[config.mk]
export PLATFORM = sky130hd
export DESIGN_NAME = kbd_buffer_flat
export DESIGN_NICKNAME = d
export VERILOG_FILES = /design/src/rtl/kbd_buffer_pkg.sv /design/src/rtl/kbd_buffer_if.sv /design/src/rtl/kbd_buffer_sync_fifo.sv /design/src/rtl/kbd_buffer.sv /design/src/flat_wrapper.sv
export SDC_FILE = /design/constraint.sdc
export NUM_CORES = 1
export LEC_CHECK = 0
export ABC_AREA = 1
export BUFFER_PORTS_ARGS = -buffer_cell sky130_fd_sc_hd__buf_2
export CORE_MARGIN = 2
export CORE_UTILIZATION = 35
export CTS_CLUSTER_DIAMETER = 30
export DETAILED_ROUTE_END_ITERATION = 12
export MAX_ROUTING_LAYER = met4
export PLACE_DENSITY = 0.52
export SLEW_MARGIN = 20
export SYNTH_ARGS = -nofsm -noshare
export SYNTH_HDL_FRONTEND = slang
export SYNTH_SLANG_ARGS = --single-unit
[constraint.sdc]
create_clock -name clock -period 3.4 [get_ports clock]
set_clock_uncertainty 0.1 [all_clocks]
set_input_delay 0.34 -clock clock [delete_from_list [all_inputs] [get_ports clock]]
set_output_delay 0.34 -clock clock [all_outputs]
set_load 0.05 [all_outputs]
[src/rtl/kbd_buffer_pkg.sv]
// Shared constants and helpers for the keyboard scan-code buffer.
package kbd_buffer_pkg;

    // Default CPU I/O port addresses
    localparam logic [15:0] PORT_DATA_DEF = 16'h0060;
    localparam logic [15:0] PORT_STAT_DEF = 16'h0064;

    // Status byte bit positions
    localparam int STAT_NE  = 0;
    localparam int STAT_OVF = 5;

    // PS/2 prefix bytes
    localparam logic [7:0] PFX_BREAK = 8'hF0;
    localparam logic [7:0] PFX_EXT   = 8'hE0;

    // Fold a pending break prefix into bit 7 of a scan code; the extended
    // prefix passes through untouched.
    function automatic logic [7:0] fold_byte(input logic [7:0] data, input logic brk);
        if (data == PFX_EXT) begin
            return data;
        end
        return {data[7] | brk, data[6:0]};
    endfunction

endpackage

[src/rtl/kbd_buffer_if.sv]
// Keyboard receiver / CPU port / interrupt-controller signal bundle.
interface kbd_buffer_if;
    logic [7:0]  ps2_data;
    logic        ps2_hit;
    logic [15:0] port;
    logic        port_rd;
    logic [7:0]  port_o;
    logic        irq_ack;
    logic        irq_kbd;
    logic        overflow;

    // Environment side: drives receiver bytes, port accesses and acks
    modport master (
        output ps2_data, ps2_hit, port, port_rd, irq_ack,
        input  port_o, irq_kbd, overflow
    );

    // Buffer side
    modport slave (
        input  ps2_data, ps2_hit, port, port_rd, irq_ack,
        output port_o, irq_kbd, overflow
    );
endinterface

[src/rtl/kbd_buffer_sync_fifo.sv]
// Single-clock FIFO with combinational head output and occupancy count.
module sync_fifo #(
    parameter int DEPTH = 16,
    parameter int WIDTH = 8
) (
    input  logic                     clock,
    input  logic                     reset,
    input  logic                     push,
    input  logic [WIDTH-1:0]         push_data,
    input  logic                     pop,
    output logic [WIDTH-1:0]         head,
    output logic                     full,
    output logic                     empty,
    output logic [$clog2(DEPTH):0]   count
);
    localparam int AW = $clog2(DEPTH);
    localparam int CW = AW + 1;

    logic [WIDTH-1:0] mem [DEPTH];
    logic [AW-1:0]    wr_ptr_reg;
    logic [AW-1:0]    rd_ptr_reg;
    logic [CW-1:0]    count_reg;
    logic             do_push;
    logic             do_pop;

    assign empty   = (count_reg == '0);
    assign full    = (count_reg == CW'(DEPTH));
    assign count   = count_reg;
    assign head    = mem[rd_ptr_reg];
    assign do_pop  = pop && !empty;
    // A full FIFO still accepts a push when the head leaves on the same edge
    assign do_push = push && (!full || do_pop);

    // Storage write; contents are not reset, pointers alone define validity
    always_ff @(posedge clock) begin
        if (do_push) begin
            mem[wr_ptr_reg] <= push_data;
        end
    end

    // Pointers wrap naturally at DEPTH (power of two); count tracks occupancy
    always_ff @(posedge clock or posedge reset) begin
        if (reset) begin
            wr_ptr_reg <= '0;
            rd_ptr_reg <= '0;
            count_reg  <= '0;
        end else begin
            if (do_push) begin
                wr_ptr_reg <= wr_ptr_reg + AW'(1);
            end
            if (do_pop) begin
                rd_ptr_reg <= rd_ptr_reg + AW'(1);
            end
            case ({do_push, do_pop})
                2'b10:   count_reg <= count_reg + CW'(1);
                2'b01:   count_reg <= count_reg - CW'(1);
                default: count_reg <= count_reg;
            endcase
        end
    end
endmodule

[src/rtl/kbd_buffer.sv]
// PS/2 scan-code buffer: folds break prefixes, queues bytes for the CPU,
// decodes the data/status ports and raises a keyboard interrupt.
module kbd_buffer
    import kbd_buffer_pkg::*;
#(
    parameter int          DEPTH     = 16,
    parameter logic [15:0] PORT_DATA = PORT_DATA_DEF,
    parameter logic [15:0] PORT_STAT = PORT_STAT_DEF
) (
    input  logic         clock,
    input  logic         reset,
    kbd_buffer_if.slave  bus
);
    localparam int CW = $clog2(DEPTH) + 1;

    logic          break_flag;
    logic          in_service;
    logic [7:0]    hold;
    logic          overflow_flag;
    logic          irq;

    logic [7:0]    head;
    logic          full;
    logic          empty;
    logic [CW-1:0] count;

    logic          not_empty;
    logic          is_data;
    logic          is_stat;
    logic          is_break;
    logic          push;
    logic          pop;
    logic          push_ok;
    logic          drop;
    logic          not_empty_next;
    logic          in_service_next;
    logic [7:0]    push_data;
    logic [7:0]    status;

    assign not_empty = !empty;
    assign is_data   = (bus.port == PORT_DATA);
    assign is_stat   = (bus.port == PORT_STAT);
    assign is_break  = bus.ps2_hit && (bus.ps2_data == PFX_BREAK);
    assign push      = bus.ps2_hit && !is_break;
    assign push_data = fold_byte(bus.ps2_data, break_flag);
    assign pop       = bus.port_rd && is_data && not_empty;
    assign push_ok   = push && (!full || pop);
    assign drop      = push && full && !pop;

    sync_fifo #(
        .DEPTH (DEPTH),
        .WIDTH (8)
    ) u_fifo (
        .clock     (clock),
        .reset     (reset),
        .push      (push),
        .push_data (push_data),
        .pop       (pop),
        .head      (head),
        .full      (full),
        .empty     (empty),
        .count     (count)
    );

    // Status byte: only the not-empty and overflow bits are ever set
    generate
        for (genvar gi = 0; gi < 8; gi++) begin : g_status
            if (gi == STAT_NE) begin : g_ne
                assign status[gi] = not_empty;
            end else if (gi == STAT_OVF) begin : g_ovf
                assign status[gi] = overflow_flag;
            end else begin : g_zero
                assign status[gi] = 1'b0;
            end
        end
    endgenerate

    // Post-edge occupancy and service state, so the interrupt reflects this edge's updates
    always_comb begin
        not_empty_next  = push_ok || (not_empty && !(pop && (count == CW'(1))));
        in_service_next = in_service;
        if (bus.irq_ack) begin
            in_service_next = 1'b1;
        end
        if (pop) begin
            in_service_next = 1'b0;
        end
    end

    // Prefix tracking, overflow, hold register, service state and interrupt
    always_ff @(posedge clock or posedge reset) begin
        if (reset) begin
            break_flag    <= 1'b0;
            in_service    <= 1'b0;
            hold          <= 8'h00;
            overflow_flag <= 1'b0;
            irq           <= 1'b0;
        end else begin
            if (is_break) begin
                break_flag <= 1'b1;
            end else if (push && (bus.ps2_data != PFX_EXT)) begin
                break_flag <= 1'b0;
            end
            // A drop on the same edge as a status read wins: the new event is not lost
            if (drop) begin
                overflow_flag <= 1'b1;
            end else if (bus.port_rd && is_stat) begin
                overflow_flag <= 1'b0;
            end
            if (pop) begin
                hold <= head;
            end
            in_service <= in_service_next;
            irq        <= not_empty_next && !in_service_next;
        end
    end

    // Combinational port read mux
    always_comb begin
        bus.port_o = 8'hFF;
        if (is_data) begin
            bus.port_o = not_empty ? head : hold;
        end else if (is_stat) begin
            bus.port_o = status;
        end
    end

    assign bus.irq_kbd  = irq;
    assign bus.overflow = overflow_flag;
endmodule
[src/flat_wrapper.sv]
// flat-port wrapper written by rule: the top's interface ports become plain ports
module kbd_buffer_flat import kbd_buffer_pkg::*;
#(
    parameter int          DEPTH     = 16,
    parameter logic [15:0] PORT_DATA = PORT_DATA_DEF,
    parameter logic [15:0] PORT_STAT = PORT_STAT_DEF
)
  (clock, reset, bus_ps2_data, bus_ps2_hit, bus_port, bus_port_rd, bus_irq_ack, bus_port_o, bus_irq_kbd, bus_overflow);
  kbd_buffer_if bus_i ();
  input  logic clock;
  input  logic reset;
  input wire logic [$bits(bus_i.ps2_data)-1:0] bus_ps2_data;
  input wire logic [$bits(bus_i.ps2_hit)-1:0] bus_ps2_hit;
  input wire logic [$bits(bus_i.port)-1:0] bus_port;
  input wire logic [$bits(bus_i.port_rd)-1:0] bus_port_rd;
  input wire logic [$bits(bus_i.irq_ack)-1:0] bus_irq_ack;
  output wire logic [$bits(bus_i.port_o)-1:0] bus_port_o;
  output wire logic [$bits(bus_i.irq_kbd)-1:0] bus_irq_kbd;
  output wire logic [$bits(bus_i.overflow)-1:0] bus_overflow;
  assign bus_i.ps2_data = bus_ps2_data;
  assign bus_i.ps2_hit = bus_ps2_hit;
  assign bus_i.port = bus_port;
  assign bus_i.port_rd = bus_port_rd;
  assign bus_i.irq_ack = bus_irq_ack;
  assign bus_port_o = bus_i.port_o;
  assign bus_irq_kbd = bus_i.irq_kbd;
  assign bus_overflow = bus_i.overflow;
  kbd_buffer #(.DEPTH(DEPTH), .PORT_DATA(PORT_DATA), .PORT_STAT(PORT_STAT)) u_core (.clock(clock), .reset(reset), .bus(bus_i));
endmodule
Yosys cells after proc, flatten, opt, wreduce, memory -nomap -nowiden

Memory sizes are Yosys's and may differ from the RTL's.
Index checks and enable logic that the tools add are counted.

Magnitude comparators: 0
Bitwise gates (word level): 1
Reductions and logical operators: 27
Eq/ne operators: 9
Multiply operators: 0
Div/mod/pow operators: 0
Shifts and indexed selects: 0
Add/sub/neg operators: 4
Mux-type cells: 15

Operators with widths:

| cell                  | count |
|---|---|
| $mux W8               | 5 |
| $eq A16 B7 Y1 const B | 2 |
| $eq A8 B8 Y1 const B  | 2 |
| $logic_and A1 B1 Y1   | 14 |
| $pmux W5 S2           | 1 |
| $mux W1               | 9 |
| $add A4 B1 Y4 const B | 2 |
| $ne A8 B8 Y1 const B  | 1 |
| $logic_not A1 Y1      | 6 |
| $reduce_bool A2 Y1    | 3 |
| $add A5 B1 Y5 const B | 1 |
| $eq A5 B1 Y1 const B  | 1 |
| $eq A5 B5 Y1 const B  | 1 |
| $logic_not A5 Y1      | 1 |
| $sub A5 B1 Y5 const B | 1 |
| $logic_or A1 B1 Y1    | 3 |
| $eq A2 B1 Y1 const B  | 1 |
| $eq A2 B2 Y1 const B  | 1 |
| $or A1 B1 Y1          | 1 |

Bits of input ports: 29
Memories kept: 1
Latch bits: 0
RAM bits: 128
Output and inout bits: 10
Word-level logic and storage cells: 65
Flip-flop bits (word level): 25
ROM bits: 0

Memories:

| name              | words | bits a word | read ports | clocked after Yosys merged registers in | write ports | RTL line                   | text |
|---|---|---|---|---|---|---|---|
| u_core.u_fifo.mem | 16    | 8           | 1          | 0                                       | 1           | kbd_buffer_sync_fifo.sv:19 | `logic [WIDTH-1:0] mem [DEPTH];` |

Logic depth before layout (Yosys ltp)

Depth after elaboration: 8
Gate-level depth with buffers: 11
Gate-level depth less buffers: 11

Hierarchy

A second synthesis with hierarchy kept.

Cell total of the unflattened synthesis: 601
Area total of the unflattened synthesis: 6,795.3 um^2

By module, submodules not included:

| module     | seq. area each (um^2) | times used | cells an instance | area an instance (um^2) |
|---|---|---|---|---|
| sync_fifo  | 4,169.0               | 1          | 482               | 5,944.5 |
| kbd_buffer | 300.3                 | 1          | 119               | 850.8 |

Least setup slack after synthesis

OpenSTA, ideal clock, no wires.

Kind: register -> register
Start: register u_core.u_fifo.count_reg[0] (netlist: u_core.u_fifo.count[0])
End: memory u_core.u_fifo.mem[11][0] (enable)
Arrival: 1,806 ps
Cell stages (with the launch flop): 8
Required time: 2,917 ps
Path buffers: 0
Period minus slack after synthesis: 2,290 ps
Setup slack: 1,110 ps
Library setup time: 383 ps
Path through: dfrtp_1 > inv_1 > ha_1 > nand3_4 > nand4_4 > nand2_2 > nand2_4 > nor3_1

Word-level cells in the longest chain between the ends: 8
Elaborated cells on any way between the ends: 10
Those cells by class: 1 x eq/ne; 2 x mux; 7 x reduce/logical

RTL lines:

| what                              | RTL line                                     | text |
|---|---|---|
| start: declaration                | kbd_buffer_sync_fifo.sv:22                   | `logic [CW-1:0] count_reg;` |
| start signal: assignment          | kbd_buffer_sync_fifo.sv:55                   | `2'b10: count_reg <= count_reg + CW'(1);` |
| start signal: assignment          | kbd_buffer_sync_fifo.sv:56                   | `2'b01: count_reg <= count_reg - CW'(1);` |
| start signal: assignment          | kbd_buffer_sync_fifo.sv:57                   | `default: count_reg <= count_reg;` |
| $logic_not A5 Y1                  | kbd_buffer_sync_fifo.sv:26                   | `assign empty = (count_reg == '0);` |
| $logic_not A1 Y1                  | kbd_buffer_sync_fifo.sv:30, kbd_buffer.sv:40 |  |
| $logic_and A1 B1 Y1               | kbd_buffer.sv:46                             | `assign pop = bus.port_rd && is_data && not_empty;` |
| $logic_and A1 B1 Y1               | kbd_buffer_sync_fifo.sv:30                   | `assign do_pop = pop && !empty;` |
| $logic_or A1 B1 Y1 (*)            | kbd_buffer_sync_fifo.sv:32                   | `assign do_push = push && (!full \|\| do_pop);` |
| $logic_and A1 B1 Y1 (*)           | kbd_buffer_sync_fifo.sv:32                   |  |
| $mux W1 (*)                       | kbd_buffer_sync_fifo.sv:36                   | `if (do_push) begin` |
| $mux W1 (not written as such) (*) | kbd_buffer_sync_fifo.sv:37                   | `mem[wr_ptr_reg] <= push_data;` |
| end: declaration                  | kbd_buffer_sync_fifo.sv:19                   |  |

Every way passes the cells marked *; elsewhere a longest branch is shown, timed or not.

Worst setup path after layout

Start: register u_core.u_fifo.rd_ptr_reg[0]
End: output port bus_port_o[4]

Word-level cells in the longest chain between the ends: 3

RTL lines:

| what                     | RTL line                   | text |
|---|---|---|
| start: declaration       | kbd_buffer_sync_fifo.sv:21 | `logic [AW-1:0] rd_ptr_reg;` |
| start signal: assignment | kbd_buffer_sync_fifo.sv:52 | `rd_ptr_reg <= rd_ptr_reg + AW'(1);` |
| $mem_v2 Z16 W8           | n/a                        |  |
| $mux W8                  | kbd_buffer.sv:122          | `bus.port_o = not_empty ? head : hold;` |
| $mux W8                  | kbd_buffer.sv:121          | `if (is_data) begin` |
| end: declaration         | flat_wrapper.sv:17         | `output wire logic [$bits(bus_i.port_o)-1:0] bus_port_o;` |

Every way passes these cells.

==> results.yml <==
power_and_ir_drop:
  p_leak_nw: 3.25
  powerDensity_nw_per_um2: 613
  peakVddDrop_v: 0.000350
  total_power_mw: 5.05
worst_setup_path:
  reg2regPathDepth: 9
  startpoint_type: "register"
  r2r_slack_ns: 0.66
  crit_path_end_kind: "primary output"
  path_buf_inv: 2
  cp.arrival_ns: 2.53
  criticalPathCategory: "register to primary output"
  path_max_fanout: 61
  crit_path_top_delay_cell: "dfrtp_4"
  worst_ep_required_time_ns: 2.96
  path_depth: 9
  timing.rr.start: "u_core.u_fifo.count[0]"
  timing.rr.end: "u_core.u_fifo.mem[6][2]"
  cpPeakStageDelay_ns: 0.82
  crit_family: "flip-flops"
  path_cells: "buf_12, nand2_1, o211ai_1, nand3_1, nand3_1, nand3_1, nand2_1, nand2_1, buf_2"
final_layout:
  layout-drive-gt1-share_pct: 14.9
  largest_reg_flops: 128
  layout_commonest_cell: "edfxtp_1"
  fin_nets: 742
  final_cells: 987
  final_cell_area_um2: 8240
  syn_to_final_growth_pct: 16.4
  mostFrequentLayoutCells: "edfxtp_1 (128), nand2_1 (107), inv_1 (87), nand3_1 (78), o21ai_0 (39)"
  antenna_cells: 0
cts:
  clock-sinks: 153
  cts_hold_buf: 0
  postCtsSetupBuffers: 0
  clock_latency_ns: 0.42
  cts_resized: 0
  clkTransAtPathRegs_ns: 0.06
  h-tree-depth: 4
  clk_path_buf_depth: 2
  root_buffer: "clkbuf_16"
  cts_buffers: 17
  tritoncts: "yes"
global_routing:
  grt_usage_pct: 17.2
  overflow: 0
  grt_pass1_wl_um: 26900
  grt_max_degree: 62
  antenna_found_initial: 0
  first_global_vias: 4768
timing:
  rsz0062_at_grt: "false"
  fin_tns_setup_ns: 0
  relSlewSlack_pct: 41.4
  min_period_over_period_pct: 87.3
  holdWs_ns: -0.0287
  tightest_slew_ns: 0.876
  finalCriticalPeriod_ns: 2.97
  finalWorstSetupSlack_ns: 0.433
  setup_viol: 0
  fmax_mhz: 337
  slew_violations: 0
  hold_violations: 17
die:
  coreArea_um2: 20000
  initial_utilization_pct: 35.3
  rows: 52
  io_pins: 39
  die_y_um: 146
  die_x_um: 146
  dieArea_um2: 21400
yosys:
  avgSynthCellArea_um2: 10.7
  ys_seq_area_share_pct: 63.2
  synth.net_count: 698
  synth_cell_type_count: 36
  synthesis.area_um2: 7080
  yosysWarningCount: 0
  yosys-top-cells-area: "edfxtp_1 (54%), dfrtp_1 (8.8%), nand2_1 (5.7%)"
  synth_area_leader_cell: "edfxtp_1"
  netlist.area_leader.share_pct: 54.3
  ys_seq_elements: 153
  synthCells: 660
routing:
  drt_iter0_markers: 365
  drt-total-wl_um: 17100
  firstDrtPassIters: 4
  vias: 4744
  drc_errors: 0
  via_per_inst: 4.81
  wire_per_inst_um: 17.3
  ant_nets: 0
status:
  outcome: "finished with violations"
  violations: "negative hold slack"
placement:
  dp.cells: 955
  globalplace.congestion: 0.893
  pre_cts_ws_ns: 0.652
  hpwl_um: 11600
  io_buffers: 38
  dpl_cell_area_um2: 7610
worst_hold_path:
  hold_path.class: "input port to asynchronous set/reset pin"
flow_run:
  maxCapViolCount: 0
==> power breakdown <==
| part | internal [mW] | switching, mW | leakage (nW) | total [mW] |
|---|---|---|---|---|
| clock | 1.29 | 0.732 | 0.307 | 2.03 |
| sequential | 2.23 | 0.102 | 1.44 | 2.34 |
| combinational | 0.216 | 0.475 | 1.50 | 0.691 |
==> how the worst max path moves through the flow <==
| stage | from | slack, ns | to |
|---|---|---|---|
| 5_1_grt | u_core.u_fifo.rd_ptr_reg[0] | 0.23 | bus_port_o[6] |
| 3_3_place_gp | bus_ps2_data[2] | 0.67 | u_core.u_fifo.mem[13][6] |
| 3_5_place_dp | u_core.u_fifo.count[0] | 0.65 | u_core.u_fifo.mem[13][4] |
| 6_report | u_core.u_fifo.rd_ptr_reg[0] | 0.43 | bus_port_o[4] |
| 4_1_cts | u_core.u_fifo.rd_ptr_reg[0] | 0.42 | bus_port_o[4] |
| 2_1_floorplan | u_core.u_fifo.count[0] | 1.11 | u_core.u_fifo.mem[11][0] |
==> area by class of cell <==
cell class	count	area [µm²]
clock inverter	14	203
timing repair buffer	55	343
inverter	90	343
multi-input combinational	387	2110
fill	1969	11800
clock buffer	18	429
sequential	153	4470
tap	270	338
==> metal layers <==
| metal | GRT usage, % | wire (µm) | up-vias |
|---|---|---|---|
| met2 | 26.9 | 8100 | 84 |
| met3 | 3.06 | 494 | 28 |
| li1 | - | - | 2356 |
| met4 | 7.57 | 565 | 0 |
| met1 | 22.2 | 7960 | 2276 |
| met5 | - | 0 | - |
==> synth_stat cells (all sizes together) <==
master   count
edfxtp     128
nand2      115
inv         88
nand3       81
o21ai       39
nor2        38
o211ai      36
a21oi       31
dfrtp       25
buf         23
nor3        11
xor2        10
ha           9
clkbuf       7
and2         6
nand4        4
clkinv       2
xnor2        2
a31oi        1
nand3b       1
nor4b        1
o2111ai      1
or2          1
==> logic make-up after synthesis <==
| logic type | share of synthesized area, % |
|---|---|
| flops | 63.2 |
| xor+xnor | 1.49 |
| fa+ha+maj | 1.59 |
| simple gates | 17.7 |
| compound gates | 9.03 |
| buf+inv | 7.05 |
==> stage by stage <==
step           utilization, %  hold WS, ns
6_report                 41.1      -0.0287
3_5_place_dp             38.0        0.388
2_1_floorplan               -        0.267
4_1_cts                  41.1      0.00456
5_1_grt                  41.1       0.0322
3_3_place_gp             38.0        0.383
No activity file was read; power rests on OpenSTA's default activity.
